==> config.mk <==
export PLATFORM = sky130hd
export DESIGN_NAME = ex_operand_stage
export DESIGN_NICKNAME = d
export VERILOG_FILES = /design/src/rtl/ex_operand_stage.sv
export SDC_FILE = /design/constraint.sdc
export NUM_CORES = 1
export LEC_CHECK = 0
export BUFFER_PORTS_ARGS = -buffer_cell sky130_fd_sc_hd__buf_4
export CAP_MARGIN = 20
export CORE_MARGIN = 2
export CORE_UTILIZATION = 45
export CTS_CLUSTER_SIZE = 16
export DETAILED_ROUTE_END_ITERATION = 7
export PLACE_DENSITY = 0.79
export SYNTH_ARGS = -nofsm -noshare
export SYNTH_HDL_FRONTEND = slang
export SYNTH_SLANG_ARGS = --single-unit
==> constraint.sdc <==
create_clock -name clk -period 1.3 [get_ports clk]
set_clock_uncertainty 0.1 [all_clocks]
set_input_delay 0.26 -clock clk [delete_from_list [all_inputs] [get_ports clk]]
set_output_delay 0.26 -clock clk [all_outputs]
set_load 0.05 [all_outputs]
==> src/rtl/ex_operand_stage.sv <==
// ID/EX pipeline register with Execute-stage forwarding muxes for the ALU operands.
// Define EX_STALL_CNT_EN to add the saturating stall_cycles counter port.
module ex_operand_stage #(
    parameter int unsigned DATA_W = 8,
    parameter int unsigned CTRL_W = 16
) (
    input  logic              clk,
    input  logic              rst,
    input  logic              id_valid,
    input  logic [1:0]        id_ra,
    input  logic [1:0]        id_rb,
    input  logic [DATA_W-1:0] id_rdata_a,
    input  logic [DATA_W-1:0] id_rdata_b,
    input  logic [1:0]        id_has_hazard,
    input  logic [CTRL_W-1:0] id_ctrl,
    input  logic              flush_ex,
    input  logic              stall,
    input  logic [1:0]        forward_a,
    input  logic [1:0]        forward_b,
    input  logic [DATA_W-1:0] fwd_mem_alu,
    input  logic [DATA_W-1:0] fwd_wb_data,
    input  logic [DATA_W-1:0] fwd_wb_in,
    output logic [1:0]        ex_ra,
    output logic [1:0]        ex_rb,
    output logic [1:0]        ex_has_hazard,
    output logic              ex_valid,
    output logic [CTRL_W-1:0] ex_ctrl,
    output logic [DATA_W-1:0] op_a,
    output logic [DATA_W-1:0] op_b,
    output logic              ex_issue,
    output logic              id_ready
`ifdef EX_STALL_CNT_EN
    ,
    output logic [15:0]       stall_cycles
`endif
);

    logic              valid_q,   valid_d;
    logic [1:0]        ra_q,      ra_d;
    logic [1:0]        rb_q,      rb_d;
    logic [1:0]        hazard_q,  hazard_d;
    logic [CTRL_W-1:0] ctrl_q,    ctrl_d;
    logic [DATA_W-1:0] rdata_a_q, rdata_a_d;
    logic [DATA_W-1:0] rdata_b_q, rdata_b_d;

    // Forwarding muxes feeding the ALU
    always_comb begin
        op_a = rdata_a_q;
        case (forward_a)
            2'b01:   op_a = fwd_mem_alu;
            2'b10:   op_a = fwd_wb_data;
            2'b11:   op_a = fwd_wb_in;
            default: op_a = rdata_a_q;
        endcase
    end

    always_comb begin
        op_b = rdata_b_q;
        case (forward_b)
            2'b01:   op_b = fwd_mem_alu;
            2'b10:   op_b = fwd_wb_data;
            2'b11:   op_b = fwd_wb_in;
            default: op_b = rdata_b_q;
        endcase
    end

    // Next-state: flush beats stall; a stall re-captures the forwarded operands
    always_comb begin
        valid_d   = valid_q;
        ra_d      = ra_q;
        rb_d      = rb_q;
        hazard_d  = hazard_q;
        ctrl_d    = ctrl_q;
        rdata_a_d = rdata_a_q;
        rdata_b_d = rdata_b_q;
        if (flush_ex) begin
            valid_d  = 1'b0;
            hazard_d = 2'b00;
        end else if (stall) begin
            rdata_a_d = op_a;
            rdata_b_d = op_b;
        end else begin
            valid_d   = id_valid;
            ra_d      = id_ra;
            rb_d      = id_rb;
            ctrl_d    = id_ctrl;
            rdata_a_d = id_rdata_a;
            rdata_b_d = id_rdata_b;
            hazard_d  = id_valid ? id_has_hazard : 2'b00;
        end
    end

    always_ff @(posedge clk) begin
        if (rst) begin
            valid_q   <= 1'b0;
            ra_q      <= '0;
            rb_q      <= '0;
            hazard_q  <= '0;
            ctrl_q    <= '0;
            rdata_a_q <= '0;
            rdata_b_q <= '0;
        end else begin
            valid_q   <= valid_d;
            ra_q      <= ra_d;
            rb_q      <= rb_d;
            hazard_q  <= hazard_d;
            ctrl_q    <= ctrl_d;
            rdata_a_q <= rdata_a_d;
            rdata_b_q <= rdata_b_d;
        end
    end

    assign ex_valid      = valid_q;
    assign ex_ra         = ra_q;
    assign ex_rb         = rb_q;
    assign ex_ctrl       = ctrl_q;
    assign ex_has_hazard = hazard_q & {2{valid_q}};
    assign ex_issue      = valid_q & ~stall;
    assign id_ready      = ~stall;

`ifdef EX_STALL_CNT_EN
    localparam int unsigned CNT_W = 16;

    logic [CNT_W-1:0] cnt_q, cnt_d;

    // Counts cycles a real instruction is held by a load-use stall, saturating
    always_comb begin
        cnt_d = cnt_q;
        if (stall && valid_q && !flush_ex && (cnt_q != {CNT_W{1'b1}})) begin
            cnt_d = cnt_q + CNT_W'(1);
        end
    end

    always_ff @(posedge clk) begin
        if (rst) begin
            cnt_q <= '0;
        end else begin
            cnt_q <= cnt_d;
        end
    end

    assign stall_cycles = cnt_q;
`endif

endmodule

# Yosys cells after proc, flatten, opt, wreduce, memory -nomap -nowiden
# Cells that the tools add are included.
# op_classes
n_bitwise,4
n_reduce_logical,2
n_mux,5
eq_ne,6
# ops
op,n
$pmux 8 s3,2
$mux 8,2
$eq 2x2->1 const B,4
$eq 2x1->1 const B,2
$and 2x2->2,1
$mux 2,1
$not 1->1,2
$reduce_and 2->1,1
$reduce_or 2->1,1
$and 1x1->1,1
# totals
output_inout_bits,41
reg_bits,39

# Logic depth before layout (Yosys ltp)
# Gate-level depths: netlist of run 1.
# depth
word_depth,3
depth_mapped,5
ltp_nobuf,3

# Worst setup path before layout of run 1
# Ideal clock, no wire load.
# synth_timing
kind,register -> output
from,register valid_q (netlist: ex_valid)
to,output ex_issue
required_ns,0.940
stages_incl_launch_ff,2
arrival_ns,1.432
setup_slack_ns,-0.492
path_cell_list,dfxtp_1 > nor2b_1
# synth_between
elab_chain_cells,1
# synth_rtl
item,line,text
from (decl),38,"logic valid_q, valid_d;"
from (signal assigned),103,valid_q <= valid_d;
$and 1x1->1,118,assign ex_issue = valid_q & ~stall;
to (decl),30,"output logic ex_issue,"
# No other way between the ends.

# Final worst setup path of run 1
# layout_timing
from,register rdata_b_q[0]
to,output op_b[0]
# layout_between
elab_chain_cells,1
# layout_rtl
item,line,text
from (decl),44,"logic [DATA_W-1:0] rdata_b_q, rdata_b_d;"
from (signal assigned),109,rdata_b_q <= rdata_b_d;
$pmux 8 s3,59,case (forward_b)
to (decl),29,"output logic [DATA_W-1:0] op_b,"
# No other way between the ends.

==> results by group, run 1 <==
Status
  • Status: finished with violations
  • Failing checks: setup timing

Clock tree
  • Clk Latency, worst-skew pair: around 0.28 ns
  • H-tree Lvls: 2
  • Reg clk slew, reported paths: approximately 0.08 ns
  • CTS Buffer Depth: 2
  • Sinks on Clock Net: 39
  • CTS Hold Bufs: 0
  • CTS tree: done
  • Num CTS Buffers: 5
  • Clk root buf: clkbuf_8

Global route
  • Vias in the first global route: 1967
  • Largest net degree at the start of global routing: 40
  • Initial antenna violation count: 0
  • Grt total ovfl: 0
  • GRT Resource Usage Total: 0.228
  • First-pass GRT wire length: approximately 9000 um

Hold path
  • Hold path startpoint: id_rb[1]
  • Hold Crit Depth: 3
  • Hold worst-path end: ex_rb[1]
  • Worst hold path class: in -> reg

Timing
  • Max-slew violation count: 0
  • Final Setup Violations: 23
  • Final setup margin: -0.335 ns
  • Worst slew margin: 0.665
  • Post-route minimum period: approximately 1.6 ns
  • Final-report hold violation count: 0
  • Hold WS: between 0.1 and 0.15 ns
  • Maximum clock frequency: between 0.6 and 0.7 GHz
  • RSZ-0062 raised after global routing: yes
  • Worst-Margin Slew: roughly 0.5 ns
  • Final period utilization: 1.26

Worst setup path
  • FF-to-FF Start: rdata_a_q[0]
  • CP Launch Type: flip-flop
  • Flop2flop setup slack: -0.03 ns
  • Worst-case reg-to-reg path depth: 4
  • CP Max Fanout: 2
  • CP Class: reg -> out
  • Worst R2R End: rdata_a_q[0]
  • CP endpoint kind: primary output
  • Critical path required time: 0.94 ns
  • WP data arrival: between 1 and 1.5 ns

Flow run
  • Max Cap Viol: 0

Floorplanning
  • I/O pin total: approximately 110
  • Rows: 24
  • Die area: between 5000 and 6000 um2
  • Die Ht: 72.0 um
  • Chip width: 72.0 um
  • Starting Density: 0.471
  • Core area: ~4400 um2

Power and ir drop
  • Power Internal: approximately 2.4 mW
  • Sw Share: 0.312
  • Leak: between 1 and 1.5 nW
  • Combinational Power Share: 0.327
  • Switch Pwr: between 1 and 1.5 mW
  • Max IR drop VDD: between 0.0007 and 0.0008 V
  • Pwr/cell area: 1090 nW/um2
  • Clk pwr share: 0.299
  • Sequential share of power: 0.374

Placed design
  • # placed instances: around 360
  • Port bufs: around 110
  • HPWL after DPL: ~4300 um
  • RePlAce Congestion: 0.780

Finish
  • # diodes: 0
  • Final instance count without filler cells: about 380
  • Share of cells above drive strength 1: 0.563
  • Nets: 397
  • Commonest non-fill, non-tap cells in the layout: buf_4 (106), nand2_1 (52), a21oi_1 (37), dfxtp_1 (31)
  • Most common cell after layout, fill and taps aside: buf_4
  • Area delta synth->final: 54.0%

Drt
  • Vias per cell: about 5.3
  • Drt drc: 0
  • Post-DR wirelength/cell: roughly 16 um
  • 1st-iter DRT viols: roughly 140
  • Via Count: roughly 2.0k
  • Routed WL: 5890 um
  • Drt pass-1 iters: 4
  • Antenna viol nets, final: 0

Logic synthesis
  • Library cells used by synthesis: 18
  • Yosys Warn Count: 0
  • Sequential cell area fraction in the yosys report: 0.375
  • Post-synthesis average cell area: 9.86 um2
  • Post-Syn Nets: roughly 280
  • Gate Count Post-Synth: 211
  • Flops & latches, synth: 39
  • Post-Syn Area: between 2000 and 2500 um2
routing by layer:
metal | global-route usage | vias to the layer above | wire length (um) | part of all wire
met3 | 0.0583 | 14 | 511 | 0.087
li1 | - | 976 | - | -
met5 | 0 | - | 0 | 0
met4 | 0.0943 | 0 | 154 | 0.026
met1 | 0.284 | 917 | 2360 | 0.40
met2 | 0.378 | 102 | 2870 | 0.49
cell usage after synthesis (all sizes together):
cell type | count | area share
nor2b | 2 | 0.0060
and2 | 2 | 0.0060
mux4 | 16 | 0.17
clkbuf | 9 | 0.050
nand2 | 56 | 0.10
nor3 | 3 | 0.0072
clkinv | 1 | 0.0018
a22oi | 2 | 0.0072
buf | 10 | 0.034
or2 | 1 | 0.0030
nor2 | 1 | 0.0018
inv | 16 | 0.029
dfxtp | 39 | 0.38
a21oi | 37 | 0.089
a221oi | 16 | 0.12
state kept, by name, summed over array words and instances (netlist names):
name and cells:
rdata_a_q 8, ex_valid 1, rdata_b_q 8, hazard_q 2
ex_rb 2, ex_ctrl 16, ex_ra 2
per-stage QoR:
stage	worst slack, ns	setup TNS (ns)	cell area, um2	util	total power, mW
after floorplan	-0.135	-3.51	2110	-	2.00
after global placement	-0.274	-5.59	2900	0.657	2.33
after detailed placement	-0.287	-6.22	2900	0.657	2.35
after CTS	-0.336	-5.20	3130	0.708	3.46
after global routing	-0.362	-5.90	3200	0.726	3.61
final	-0.335	-5.13	3200	0.726	3.48
final cells by class:
type                    instances  area, um2
flip-flops and latches         39        793
well taps                      52       65.1
multi-input cells             136       1080
repair buffers                127       1080
clock inverters                 2       35.0
fillers                       334       1210
inverters                      17       67.6
clock buffers                   6       82.6
logic make-up (layout without fill, tap and decap cells):
family,Yosys count,after routing,synth area share
flip-flops,39,39,0.375
AO/OA/AOI/OAI,55,55,0.212
multiplexers,16,16,0.173
AND/OR/NAND/NOR,65,65,0.125
buffers and inverters,36,152,0.114
repair_timing:
| item | 4_1_cts | 5_1_grt |
|---|---|---|
| setup buffers | 2 | 6 |
| endpoints found under the setup margin | 19 | 22 |
| pin swaps | 1 | 0 |
| gates resized for setup | 27 | 14 |
how the worst max path moves through the flow:
stage          cells after the start    startpoint      endpoint
2_1_floorplan                      4  forward_a[1]  rdata_a_q[7]
3_3_place_gp                       3  forward_a[1]       op_a[1]
3_5_place_dp                       3  forward_a[1]       op_a[4]
4_1_cts                            2  rdata_b_q[0]       op_b[0]
5_1_grt                            2  rdata_b_q[0]       op_b[0]
6_report                           2  rdata_b_q[0]       op_b[0]
power groups by stage:
stage	Combinational (mW)	Sequential, mW	Clock, mW
2_1_floorplan	0.585	1.42	0
3_3_place_gp	1.01	1.32	0
3_5_place_dp	1.03	1.33	0
4_1_cts	1.09	1.30	1.06
5_1_grt	1.20	1.31	1.10
6_report	1.14	1.30	1.04
critical path, stage by stage (launching register included):
cell     delay, ns
dfxtp_1       0.32
mux4_2        0.49
buf_6         0.18
(Power assumes the default switching activity.)
==> inputs of run 2 (changes only) <==
- GPL_TIMING_DRIVEN: default -> 0
- RECOVER_POWER: default -> 50
==> results by group, run 2 (synthesis gave the netlist of run 1 again) <==
Timing
  • Worst-Margin Slew: 0.454 ns (was 0.502 ns)
  • Setup TNS: -5.60 ns (was -5.13 ns)
  • Post-route minimum period: 1.65 ns (was 1.63 ns)
  • Maximum clock frequency: 0.607 GHz (was 0.612 GHz)
  • RSZ-0062 raised after global routing: yes (unchanged)
  • Final period utilization: 1.27 (was 1.26)
  • Final Setup Violations: 21 (was 23)
  • Final setup margin: -0.348 ns (was -0.335 ns)
  • Final-report hold violation count: 0 (unchanged)
  • Worst slew margin: 0.698 (was 0.665)
  • Max-slew violation count: 0 (unchanged)

Worst setup path
  • Critical-path cell list: mux4_2 > buf_8 (was mux4_2 > buf_6)
  • CP Max Fanout: 2 (unchanged)
  • Flop2flop setup slack: -0.14 ns (was -0.03 ns)
  • WP data arrival: 1.29 ns (was 1.27 ns)
  • CP Class: reg -> out (unchanged)
  • FF-to-FF Start: rdata_b_q[5] (was rdata_a_q[0])
  • Worst-case reg-to-reg path depth: 5 (was 4)
  • CP endpoint kind: primary output (unchanged)
  • Worst R2R End: rdata_b_q[5] (was rdata_a_q[0])
  • Setup crit end: op_b[5] (was op_b[0])
  • CP Launch Type: flip-flop (unchanged)
  • Largest stage delay, worst path: 0.50 ns (was 0.49 ns)
  • Crit-path slowest cell: mux4_2 (unchanged)
  • Critical path required time: 0.94 ns (about the same)
  • Crit path launch: rdata_b_q[5] (was rdata_b_q[0])

Floorplanning
  • Rows: 24 (unchanged)
  • Chip width: 72.0 um (unchanged)
  • Die area: 5180 um2 (unchanged)
  • Die Ht: 72.0 um (unchanged)
  • Core area: 4410 um2 (unchanged)
  • I/O pin total: 112 (unchanged)
  • Starting Density: 0.471 (unchanged)

Global route
  • Largest net degree at the start of global routing: 12 (was 40)
  • Initial antenna violation count: 0 (unchanged)
  • Grt total ovfl: 0 (unchanged)
  • GRT Resource Usage Total: 0.233 (was 0.228)
  • First-pass GRT wire length: 9360 um (was 9250 um)
  • Vias in the first global route: 2023 (was 1967)

Finish
  • Most common cell after layout, fill and taps aside: buf_4 (unchanged)
  • Commonest non-fill, non-tap cells in the layout: buf_4 (95), nand2_1 (56), a21oi_1 (37), dfxtp_1 (33) (was buf_4 (106), nand2_1 (52), a21oi_1 (37), dfxtp_1 (31))
  • Max FFs per register: 16 (unchanged)
  • Area delta synth->final: 51.6% (was 54.0%)
  • Nets: 401 (was 397)
  • # diodes: 0 (unchanged)
  • Design area: 3150 um2 (was 3200 um2)
  • Final instance count without filler cells: 383 (was 379)
  • # fillers: 369 (was 334)
  • Share of cells above drive strength 1: 0.523 (was 0.563)
  • Post-layout util: 0.714 (was 0.726)

Drt
  • Vias per cell: 5.34 (was 5.30)
  • Antenna viol nets, final: 0 (unchanged)
  • Routed WL: 5950 um (was 5890 um)
  • Post-DR wirelength/cell: 15.5 um (about the same)
  • Met2 wire length: 2860 um (was 2870 um)
  • Drt pass-1 iters: 4 (unchanged)
  • Uppermost layer routed: met4 (unchanged)
  • Via Count: 2045 (was 2009)
  • 1st-iter DRT viols: 104 (was 135)
  • Met3 WL post-DR: 592 um (was 511 um)
  • Metal1 wirelength: 2420 um (was 2360 um)
  • Drt drc: 0 (unchanged)

Power and ir drop
  • Leak: 1.38 nW (was 1.39 nW)
  • Pwr/cell area: 1010 nW/um2 (was 1090 nW/um2)
  • Max IR drop VDD: 0.000854 V (was 0.000703 V)

Status
  • Failing checks: setup timing (unchanged)
  • Status: finished with violations (unchanged)

Placed design
  • # placed instances: 368 (was 363)
  • Worst slack at placement: -0.187 ns (was -0.287 ns)
  • DP Area: 2960 um2 (was 2900 um2)
  • RePlAce Congestion: 0.817 (was 0.780)
  • HPWL after DPL: 4320 um (was 4270 um)
  • Port bufs: 105 (was 111)

Clock tree
  • Clk root buf: clkbuf_8 (unchanged)
  • CTS Buffer Depth: 2 (unchanged)
  • H-tree Lvls: 2 (unchanged)
  • Sinks on Clock Net: 39 (unchanged)
  • Num CTS Buffers: 5 (unchanged)
  • Reg clk slew, reported paths: 0.07 ns (was 0.08 ns)
  • CTS tree: done (unchanged)
  • CTS Hold Bufs: 0 (unchanged)
  • Clk Latency, worst-skew pair: 0.29 ns (was 0.28 ns)

Flow run
  • Max Cap Viol: 0 (unchanged)

Hold path
  • Hold Crit Depth: 2 (was 3)
  • Worst hold path class: in -> reg (unchanged)
run 2: how the worst min path moves through the flow:
stage | startpoint | endpoint
2_1_floorplan | id_ctrl[0] | ex_ctrl[0]
3_3_place_gp | ex_ctrl[14] | ex_ctrl[14]
3_5_place_dp | ex_rb[0] | ex_rb[0]
4_1_cts | id_rb[0] | ex_rb[0]
5_1_grt | rst | rdata_a_q[6]
6_report | rst | rdata_a_q[6]
run 2: what timing repair did:
item | in CTS | in global routing
endpoints found under the setup margin | 20 | 21
gates resized for setup | 25 | 9
buffers inserted | 1 | 6
pin swaps | 1 | 0
hold endpoints to repair | 0 | 0
run 2: worst max-delay path: cells and delay by family (launching register included):
kind / cells / cell delay, ns
multiplexers: 1 / 0.50
flip-flops: 1 / 0.32
buffers and inverters: 1 / 0.18
run 2: power by group:
part	switching [mW]	internal [mW]
combinational	0.618	0.498
clock	0.404	0.376
sequential	0.0349	1.26
run 2: cell type report:
class,instances,area [um2],area share
multi-input combinational,136,1050,0.333
timing repair buffer,112,927,0.294
sequential,39,791,0.251
buffer,19,174,0.0552
clock buffer,7,76.3,0.0242
inverter,17,66.3,0.0210
tap,52,65.1,0.0206
clock inverter,1,5.00,0.00159
run 2: per-stage QoR:
| step | hold WS [ns] | total power, mW |
|---|---|---|
| after floorplan | 0.296 | 2.00 |
| after global placement | 0.343 | 2.35 |
| after detailed placement | 0.347 | 2.37 |
| after CTS | 0.102 | 3.20 |
| after global routing | 0.105 | 3.32 |
| final | 0.108 | 3.20 |
run 2: per-layer routing:
| metal | track usage | vias to the layer above |
|---|---|---|
| li1 | - | 979 |
| met1 | 0.289 | 971 |
| met2 | 0.382 | 88 |
| met3 | 0.0819 | 7 |
| met4 | 0.0734 | 0 |
| met5 | 0 | - |
==> inputs of run 3 (changes only) <==
- ABC_AREA: default -> 1
- CORE_MARGIN: 2 -> default
- CORE_UTILIZATION: 45 -> 46
==> results by group, run 3 <==
Status
  • Status: finished with violations (unchanged)
  • Failing checks: setup timing (unchanged)

Floorplanning
  • Die Ht: 72.7 um (was 72.0 um)
  • Starting Density: 0.483 (was 0.471)
  • Chip width: 72.7 um (was 72.0 um)
  • Core area: 4750 um2 (was 4410 um2)
  • I/O pin total: 112 (unchanged)
  • Rows: 25 (was 24)
  • Die area: 5280 um2 (was 5180 um2)

Worst setup path
  • Crit path launch: forward_b[0] (was rdata_b_q[5])
  • CP Max Fanout: 5 (was 2)
  • CP Class: in -> out (was reg -> out)
  • CP endpoint kind: primary output (unchanged)
  • Flop2flop setup slack: 0.17 ns (was -0.14 ns)
  • WP data arrival: 1.27 ns (was 1.29 ns)
  • Worst-case reg-to-reg path depth: 5 (unchanged)
  • Critical path required time: 0.94 ns (about the same)
  • FF-to-FF Start: rdata_a_q[0] (was rdata_b_q[5])
  • Worst R2R End: rdata_a_q[0] (was rdata_b_q[5])
  • CP Launch Type: primary input (was flip-flop)

Logic synthesis
  • Post-synthesis average cell area: 6.79 um2 (was 9.86 um2)
  • Library cells used by synthesis: 29 (was 18)
  • Yosys top cell area share: 0.340 (was 0.375)
  • Gate Count Post-Synth: 338 (was 211)
  • Post-synth EDFFs: 0 (unchanged)
  • Synth top area cells: dfxtp_1 (34%), nand2_1 (12%), nor2_1 (9.8%) (was dfxtp_1 (38%), mux4_2 (17%), a221oi_2 (12%))
  • Post-Syn Area: 2300 um2 (was 2080 um2)
  • Flops & latches, synth: 39 (unchanged)
  • Post-Syn Nets: 409 (was 282)
  • Most common cell in the synthesized netlist: nand2_1 (unchanged)
  • Post-synth top area cell: dfxtp_1 (unchanged)
  • Top post-synthesis cells by count: nand2_1 (73), nor2_1 (60), dfxtp_1 (39) (was nand2_1 (56), dfxtp_1 (39), a21oi_1 (37))
  • Sequential cell area fraction in the yosys report: 0.340 (was 0.375)
  • Top FF cell, synth: dfxtp_1 (unchanged)
  • FFs w/ async S/R, synth: 0 (unchanged)
  • Yosys Warn Count: 0 (unchanged)

Drt
  • Routed WL: 10500 um (was 5950 um)
  • Via Count: 3234 (was 2045)
  • Vias per cell: 5.91 (was 5.34)
  • Drt drc: 0 (unchanged)
  • Drt pass-1 iters: 6 (was 4)
  • 1st-iter DRT viols: 386 (was 104)
  • Post-DR wirelength/cell: 19.1 um (was 15.5 um)
  • Antenna viol nets, final: 0 (unchanged)

Power and ir drop
  • Leak: 2.00 nW (was 1.38 nW)
  • Sequential share of power: 0.356 (was 0.407)
  • Clk pwr share: 0.218 (was 0.244)
  • Power Internal: 2.32 mW (was 2.14 mW)
  • Switch Pwr: 1.38 mW (was 1.06 mW)
  • Sw Share: 0.373 (was 0.331)
  • Pwr/cell area: 892 nW/um2 (was 1010 nW/um2)
  • Max IR drop VDD: 0.000832 V (was 0.000854 V)
  • Overall power: 3.70 mW (was 3.20 mW)
  • Combinational Power Share: 0.425 (was 0.349)

Finish
  • # diodes: 0 (unchanged)
  • Multi-input combinational cell area: 1600 um2 (was 1050 um2)
  • Area delta synth->final: 80.6% (was 51.6%)
  • Final instance count without filler cells: 547 (was 383)
  • Post-layout util: 0.872 (was 0.714)
  • Commonest non-fill, non-tap cells in the layout: buf_4 (106), nor2_1 (59), nand2_1 (52), dfxtp_1 (34), nand2_2 (23) (was buf_4 (95), nand2_1 (56), a21oi_1 (37), dfxtp_1 (33))
  • Reg area: 790 um2 (was 791 um2)
  • Most common cell after layout, fill and taps aside: buf_4 (unchanged)
  • Max FFs per register: 16 (unchanged)
  • # fillers: 234 (was 369)
  • Share of cells above drive strength 1: 0.535 (was 0.523)
  • Design area: 4150 um2 (was 3150 um2)
  • Nets: 550 (was 401)

Global route
  • Initial antenna violation count: 0 (unchanged)
  • Largest net degree at the start of global routing: 13 (was 12)
  • Vias in the first global route: 2734 (was 2023)
  • First-pass GRT wire length: 12100 um (was 9360 um)
  • GRT Resource Usage Total: 0.298 (was 0.233)
  • Grt total ovfl: 0 (unchanged)

Clock tree
  • Clk root buf: clkbuf_8 (unchanged)
  • CTS tree: done (unchanged)
  • Sinks on Clock Net: 39 (unchanged)
  • CTS Buffer Depth: 2 (unchanged)
  • H-tree Lvls: 2 (unchanged)
  • Num CTS Buffers: 5 (unchanged)
  • Reg clk slew, reported paths: 0.08 ns (was 0.07 ns)
  • Clk Latency, worst-skew pair: 0.29 ns (about the same)

Timing
  • Final-report hold violation count: 0 (unchanged)
  • Worst-Margin Slew: 0.577 ns (was 0.454 ns)
  • Final setup margin: -0.329 ns (was -0.348 ns)
  • Setup TNS: -3.35 ns (was -5.60 ns)
  • Hold WS: 0.0840 ns (was 0.108 ns)
  • Maximum clock frequency: 0.614 GHz (was 0.607 GHz)
  • Max-slew violation count: 0 (unchanged)
  • Final period utilization: 1.25 (was 1.27)
  • Worst slew margin: 0.614 (was 0.698)
  • Post-route minimum period: 1.63 ns (was 1.65 ns)
  • Final Setup Violations: 20 (was 21)
  • RSZ-0062 raised after global routing: yes (unchanged)

Placed design
  • HPWL after DPL: 5060 um (was 4320 um)
  • DP Area: 3330 um2 (was 2960 um2)
  • Worst slack at placement: -0.471 ns (was -0.187 ns)
  • # placed instances: 511 (was 368)
  • Port bufs: 106 (was 105)
  • RePlAce Congestion: 0.838 (was 0.817)

Hold path
  • Hold Crit Depth: 3 (was 2)
  • Hold worst-path end: ex_ctrl[5] (was rdata_a_q[6])
  • Hold path startpoint: id_ctrl[5] (was rst)
  • Worst hold path class: in -> reg (unchanged)

Flow run
  • Max Cap Viol: 0 (unchanged)
## run 3: cell types whose count changed after synthesis, sizes merged, moves of 20 or more
cell   previous run  this run
a21oi            37        10
nand2            56        76
nand3             0        48
nor2              1        66
o21ai             0        20
## run 3: final cells by class
class,instances,area share
clock buffers,6,0.0175
multi-input cells,253,0.386
inverters,27,0.0293
well taps,67,0.0202
clock inverters,2,0.00302
flip-flops and latches,39,0.190
repair buffers,134,0.311
plain buffers,19,0.0422
## run 3: worst max-delay path by stage
stage | depth (start not counted) | endpoint | slack (ns)
6_report | 7 | op_b[4] | -0.33
5_1_grt | 8 | op_a[2] | -0.35
4_1_cts | 3 | op_a[0] | -0.18
3_5_place_dp | 6 | op_a[5] | -0.47
3_3_place_gp | 6 | op_a[5] | -0.46
2_1_floorplan | 6 | op_a[0] | -0.04
## run 3: logic make-up (layout without fill, tap and decap cells)
family | count (synthesis) | count (layout) | share of synthesized area
compound gates | 43 | 43 | 0.121
buf+inv | 46 | 188 | 0.105
flops | 39 | 39 | 0.340
simple gates | 210 | 210 | 0.434
## run 3: worst max-delay path, cell delays in order
cell	delay, ns
buf_12	0.11
clkinv_8	0.07
buf_16	0.15
o21bai_4	0.20
nand3_2	0.15
and2_4	0.18
buf_8	0.14
## run 3: layer usage
metal	up-vias	GRT usage	wire [um]	share of wire
met1	1454	0.337	3710	0.35
li1	1376	-	-	-
met5	-	0	0	0
met2	312	0.532	4670	0.45
met3	92	0.0677	1330	0.13
met4	0	0.135	766	0.073
## run 3: power by group through the flow
stage                     clock network, mW  registers, mW  logic (mW)
after floorplan                           0           1.48       0.629
after detailed placement                  0           1.34        1.18
final                                 0.808           1.32        1.57
after global routing                  0.854           1.33        1.63
after global placement                    0           1.33        1.16
after CTS                             0.821           1.31        1.38
## run 3: repair_timing
| action | CTS | global route |
|---|---|---|
| gates cloned | 4 | 2 |
| buffers inserted | 11 | 11 |
| setup endpoints to repair | 19 | 19 |
| pin swaps | 21 | 32 |
| hold endpoints to repair | 0 | 0 |
| hold buffers | 0 | 0 |
| gates resized for setup | 82 | 43 |
